`src/rtl/fetch_stage.sv`:
```
// fetch_stage
// Instruction-fetch stage plus the IF/ID pipeline register for the
// hardware-scheduled MIPS pipeline. Holds the PC, presents it to the
// instruction memory, and latches the fetched word into ID. Honours the
// hazard unit's stall/flush and the ID-stage redirect selects, and keeps
// free-running stall/flush event counters for performance debug.
//
// Ports:
//   i_CLK, i_RST         clock, synchronous active-high reset
//   stall, flush         hazard unit controls (stall has priority)
//   jump_reg, jump_addr, branch
//                        redirect selects from ID (priority in that order)
//   jr_target            register operand for jr/jalr
//   jump_index           instr[25:0] of the ID instruction
//   branch_imm           instr[15:0] of the ID instruction
//   imem_addr, imem_data instruction memory (asynchronous read)
//   pc_IF                current PC
//   instr_ID, pc_plus4_ID, valid_ID
//                        IF/ID register contents (valid_ID=0 marks a bubble)
//   stall_count          cycles in which a stall was honoured
//   flush_count          redirects taken
module fetch_stage #(
    parameter int          DATA_WIDTH = 32,
    parameter logic [31:0] RESET_PC   = 32'h0040_0000
) (
    input  logic                  i_CLK,
    input  logic                  i_RST,
    input  logic                  stall,
    input  logic                  flush,
    input  logic                  jump_reg,
    input  logic                  jump_addr,
    input  logic                  branch,
    input  logic [DATA_WIDTH-1:0] jr_target,
    input  logic [25:0]           jump_index,
    input  logic [15:0]           branch_imm,
    output logic [DATA_WIDTH-1:0] imem_addr,
    input  logic [DATA_WIDTH-1:0] imem_data,
    output logic [DATA_WIDTH-1:0] pc_IF,
    output logic [DATA_WIDTH-1:0] instr_ID,
    output logic [DATA_WIDTH-1:0] pc_plus4_ID,
    output logic                  valid_ID,
    output logic [31:0]           stall_count,
    output logic [31:0]           flush_count
);

    logic [DATA_WIDTH-1:0] pc_seq;
    logic [DATA_WIDTH-1:0] branch_offset;
    logic [DATA_WIDTH-1:0] target;
    logic                  jr_low_unused;

    // The memory address comes straight from the PC register so there is
    // no combinational path from any input to imem_addr.
    assign imem_addr = pc_IF;

    // jr/jalr targets are silently word-aligned; the two low bits of the
    // register value are deliberately ignored.
    assign jr_low_unused = ^jr_target[1:0];

    // Redirect target. A flush with no select asserted simply continues
    // sequentially, but the IF/ID contents are still squashed.
    always_comb begin
        pc_seq        = pc_IF + 32'd4;
        branch_offset = {{14{branch_imm[15]}}, branch_imm, 2'b00};
        if (jump_reg) begin
            target = {jr_target[31:2], 2'b00};
        end else if (jump_addr) begin
            target = {pc_plus4_ID[31:28], jump_index, 2'b00};
        end else if (branch) begin
            target = pc_plus4_ID + branch_offset;
        end else begin
            target = pc_seq;
        end
    end

    // PC, IF/ID register and counters. Stall beats flush because the ID
    // instruction's operands are not valid yet; the redirect is taken on
    // the first unstalled cycle while ID still asserts it.
    always_ff @(posedge i_CLK) begin
        if (i_RST) begin
            pc_IF       <= RESET_PC;
            instr_ID    <= '0;
            pc_plus4_ID <= '0;
            valid_ID    <= 1'b0;
            stall_count <= '0;
            flush_count <= '0;
        end else if (stall) begin
            stall_count <= stall_count + 32'd1;
        end else if (flush) begin
            pc_IF       <= target;
            instr_ID    <= '0;
            pc_plus4_ID <= '0;
            valid_ID    <= 1'b0;
            flush_count <= flush_count + 32'd1;
        end else begin
            pc_IF       <= pc_seq;
            instr_ID    <= imem_data;
            pc_plus4_ID <= pc_seq;
            valid_ID    <= 1'b1;
        end
    end

endmodule

```
`config.mk`:
```
export PLATFORM = sky130hd
export DESIGN_NAME = fetch_stage
export DESIGN_NICKNAME = d
export VERILOG_FILES = /design/src/rtl/fetch_stage.sv
export SDC_FILE = /design/constraint.sdc
export NUM_CORES = 1
export LEC_CHECK = 0
export ABC_AREA = 1
export CORE_ASPECT_RATIO = 1.2
export CORE_MARGIN = 3
export CORE_UTILIZATION = 35
export DETAILED_ROUTE_END_ITERATION = 7
export SETUP_SLACK_MARGIN = 0.4
export SKIP_CTS_REPAIR_TIMING = 1
export SLEW_MARGIN = 20
export SYNTH_ARGS = -nofsm -noshare
export SYNTH_HDL_FRONTEND = slang
export SYNTH_SLANG_ARGS = --single-unit
export TNS_END_PERCENT = 20
```
`constraint.sdc`:
```
create_clock -name i_CLK -period 3.2 [get_ports i_CLK]
set_clock_uncertainty 0.15 [all_clocks]
set_input_delay 0.32 -clock i_CLK [delete_from_list [all_inputs] [get_ports i_CLK]]
set_output_delay 0.32 -clock i_CLK [all_outputs]
set_load 0.02 [all_outputs]
```
Word level (Yosys, flattened, before mapping)
Cells that the tools add are included.
{ "totals": {"word_cells": 19, "ff_bits": 161, "output_inout_bits": 193, "input_bits": 113} }
{ "classes": {"mux": 7, "n_reduce_logical": 1, "add_sub_neg": 4, "bitwise_logic": 1} }
{ "op_table": {"columns": ["op", "count"], "rows": [
  ["two-way mux 32 bit", 6],
  ["adder 32 x 1 -> 32 bit, second input constant", 2],
  ["adder 32 x 3 -> 32 bit, second input constant", 1],
  ["adder 32 bit", 1],
  ["AND reduction 2 bit", 1],
  ["two-way mux 1 bit", 1],
  ["NOT 1 bit", 1]
]} }

Longest topological paths before layout
{ "logic_depth": {"depth_word": 5, "mapped_depth": 15, "mapped_depth_nobuf": 15} }

Least setup slack after synthesis
No wires, ideal clock.
{ "synth_timing": {"kind": "reg-to-reg", "from": "register pc_plus4_ID[2]", "to": "register pc_IF[22], in the netlist imem_addr[22]", "path_buffers": 0, "stages_incl_launch_ff": 15, "setup_slack_ps": 1000, "required_time_ps": 2931, "synth_period_minus_slack_ps": 2200, "t_arrival_ps": 1931, "setup_ps": 119, "cell_sequence": "dfxtp_1 > ha_1 > fa_1 > nand3_1 > nand3_1 > nand3_1 > nand3_1 > nand3_1 > inv_1 > o21bai_1 > nand3_1 > nand2_1 > nand2_1 > nand2_1 > nand2_1"} }
{ "synth_via": {"elab_chain_len": 5} }
{ "synth_lines": {"columns": ["element", "line_no", "text"], "rows": [
  ["from (decl)", "40", "output logic [DATA_WIDTH-1:0] pc_plus4_ID,"],
  ["from (signal assigned)", "97", "pc_plus4_ID <= pc_seq;"],
  ["adder 32 bit", "69", "target = pc_plus4_ID + branch_offset;"],
  ["two-way mux 32 bit", "68", "end else if (branch) begin"],
  ["two-way mux 32 bit", "66", "end else if (jump_addr) begin"],
  ["two-way mux 32 bit", "64", "if (jump_reg) begin"],
  ["two-way mux 32 bit", "88", "end else if (flush) begin"],
  ["to (signal assigned)", "89", "pc_IF <= target;"],
  ["to (signal assigned)", "95", "pc_IF <= pc_seq;"],
  ["to (decl)", "38", "output logic [DATA_WIDTH-1:0] pc_IF,"]
]} }
Every way passes these cells.
A chain may end at the register's enable or synchronous reset.

Worst setup path in the final report
{ "layout_timing": {"from": "input branch_imm[15]", "to": "register pc_IF[27], in the netlist imem_addr[27]"} }
{ "layout_via": {"elab_chain_len": 5} }
{ "layout_lines": {"columns": ["element", "line_no", "text"], "rows": [
  ["from (decl)", "35", "input logic [15:0] branch_imm,"],
  ["adder 32 bit", "69", null],
  ["two-way mux 32 bit", "68", null],
  ["two-way mux 32 bit", "66", null],
  ["two-way mux 32 bit", "64", null],
  ["two-way mux 32 bit", "88", null]
]} }
Every way passes these cells.

==> flow_summary.ini <==
[floorplanning]
core_um2 = 30000
fp.dieH_um = 198
initial_core_util_pct = 35.9
die_x_um = 166
rows = 69
pin_count = 306
die-area_um2 = 32800

[finish]
multiInputGateArea_um2 = 6230
area_delta_synth_final_pct = 36.4
fillCellCount = 3144
drive_above_1_share_pct = 4.79
seqCellArea_um2 = 3220
nNetsFinal = 2158
utilization_pct = 48.9
layout.cells.non_filler = 2417

[critical_path]
max_stage_delay_ps = 410
worstSetupPathDepth = 14
crit_buf_inv = 3
timing.rr.start = pc_plus4_ID[2]
arrival_ps = 2660
cpMaxStageDelayCell = ha_1
r2r_cells = 13
crit_path_end_kind = register
critPathKind = input pin to register
cp_data_required_time_ps = 3340
critPathMaxFanout = 15
cp_top_family = simple AND/OR/NAND/NOR gates
cpMostUsedCell = nand2_1
r2r_slack_ps = 680
r2r_end = imem_addr[18]
cp_cell_sequence = clkdlybuf4s50_1 > buf_4 > ha_1 > nand2_1 > nor2_1 > inv_1 > nor3_1 > nand2_1 > nand3_1 > nand3_1 > nand2_1 > nand2_1 > nand2_1 > a21oi_1
cp-start-kind = input pin
startpoint = branch_imm[15]
crit_path_end = imem_addr[27]

[run]
cap_violations = 0

[synthesis]
synthesis.area_um2 = 10700
synth_cell_types = 54
synth_edf_count = 0
synth_largest_area_cell = dfxtp_1
postSynthCellCount = 1753
synthTopCellsByArea = dfxtp_1, nand2_1, a21oi_1
ys.flop_type = dfxtp_1
synth_top_area_share_pct = 30.0
ys_seq_elements = 161
synthArstFlopShare_pct = 0
syn_nets = 1899
yosysWarnings = 0
ys_seq_area_share_pct = 30.0
avgSynthCellArea_um2 = 6.13

[clock_tree]
cts_root_buf = clkbuf_16
cts_inserted_buffers = 17
path_clk_slew_ps = 60
clk_latency_ps = 440
cts.path.max_buffers = 2
htreeDepth = 4
tritoncts = built
cts_num_sinks = 161

[place]
io_buffer_count = 303
post-place-ws_ps = 262
dp_hpwl_mm = 31.9
placed_cells_incl_taps = 2383
gp_congestion = 0.922

[routing]
vias = 12193
first_pass_iters = 5
routed_wl_mm = 41.5
via_per_inst = 5.04
drc_errors = 0
wl_per_cell_um = 17.2
drt_iter0_drc = 878
ant_nets = 0

[sta]
fin_ws_ps = 679
final-hold-violation-count = 0
period_share_pct = 78.8
worstMarginPinSlew_ps = 1070
setup_tns_ps = 0
setup_violations = 0
maxSlewViolCount = 0
slew_headroom_pct = 28.6
fmax_mhz = 397
grt_setup_unrepaired = false
min_period_ps = 2520

[power_and_ir_drop]
leakagePower_nw = 5.96
total_power_w = 0.00565
cellPowerDensity_nw_per_um2 = 386
vdd_drop_max_v = 0.000268

[global_routing]
grt_pass1_wl_mm = 63.8
grt_max_degree = 71
grt_pass1_vias = 11783
grt_util_all_layers_pct = 24.3
gr-total-overflow = 0
grt_antenna_before_repair = 6

[worst_hold_path]
hp-class = input pin to register

[status]
status = finished, final reports clean
metal layers:
layer	vias to the layer above	share of wire [%]	track usage, %
met5	-	0.091	0
met4	6	2.9	8.72
met3	67	6.8	5.79
met2	375	50	44.0
met1	5575	40	28.1
li1	6170	-	-
tightest hold or removal path, delay by kind of cell:
kind / cells / cell delay [ps]
buf+inv: 2 / 270
compound gates: 1 / 130
cell usage after synthesis (all sizes together) (2+ instances only):
cell type  number
nand2         512
inv           216
nor2          203
a21oi         167
dfxtp         161
o21ai          96
nand3          90
clkbuf         53
nor3           46
buf            36
ha             32
nand4          28
xor2           18
o211ai         17
xnor2          14
a31oi           9
o21a            6
nor4            5
or2             5
a22oi           4
and2            4
o21bai          4
a21o            3
clkinv          3
nand3b          3
o311ai          3
a221oi          2
nor3b           2
or3             2
sequential cells by signal, indices dropped and copies added, names as in the netlist:
signal	cells
flush_count	32
imem_addr	32
instr_ID	32
pc_plus4_ID	32
stall_count	32
valid_ID	1
worst min-delay path by stage:
stage               cells after the start          from     endpoint
floorplan                               2  imem_data[0]  instr_ID[0]
global placement                        1      valid_ID     valid_ID
detailed placement                      1      valid_ID     valid_ID
CTS                                     3         stall     valid_ID
global route                            3         stall     valid_ID
finish                                  3         stall     valid_ID
layout make-up:
type	instances	share of cell area [%]
clock inverter	12	1.39
inverter	219	5.64
antenna	3	0.0512
multi-input combinational	1284	42.5
clock buffer	19	3.09
tap	390	3.33
sequential	161	22.0
timing repair buffer	329	22.0
through the flow:
stage	hold WS [ps]	instance area (um2)
3_3_place_gp	294	14000
4_1_cts	166	14600
3_5_place_dp	295	14000
5_1_grt	179	14700
2_1_floorplan	315	10700
6_report	180	14700
layout by cell type (no fill, tap or decap), types with 3 or more instances in the layout:
cell type	netlist	routed
nand2_1	510	510
clkdlybuf4s50_1	0	301
inv_1	204	203
nor2_1	193	192
a21oi_1	167	167
dfxtp_1	161	161
nand3_1	89	89
o21ai_0	79	79
nor3_1	42	42
ha_1	32	32
nand4_1	27	27
buf_4	32	26
xor2_1	18	18
o211ai_1	17	17
o21ai_1	17	17
clkbuf_16	0	17
xnor2_1	14	14
inv_2	11	12
a31oi_1	9	9
nor2_2	7	7
o21a_1	6	6
bufinv_16	0	5
nor2_4	3	4
and2_1	4	4
nor4_1	4	4
a22oi_1	4	4
o21bai_1	4	4
diode_2	0	3
inv_6	1	3
clkinv_1	3	3
or2_2	3	3
nand3b_1	3	3
a21o_1	3	3
o311ai_0	3	3
clkinvlp_4	0	3
power by group:
group          internal, W  switching (W)  total [W]
logic             0.000480       0.000658    0.00114
clock network      0.00143       0.000924    0.00235
registers          0.00207      0.0000927    0.00216
total              0.00398        0.00167    0.00565
kinds of logic after synthesis:
family,after synthesis,share of synthesized area [%]
AO/OA/AOI/OAI,317,16.1
XOR/XNOR,32,2.61
adder cells (fa/ha/maj),33,3.91
buffers and inverters,308,12.1
flip-flops,161,30.0
AND/OR/NAND/NOR,902,35.4
Note: power is estimated with default switching activity, not from simulation.
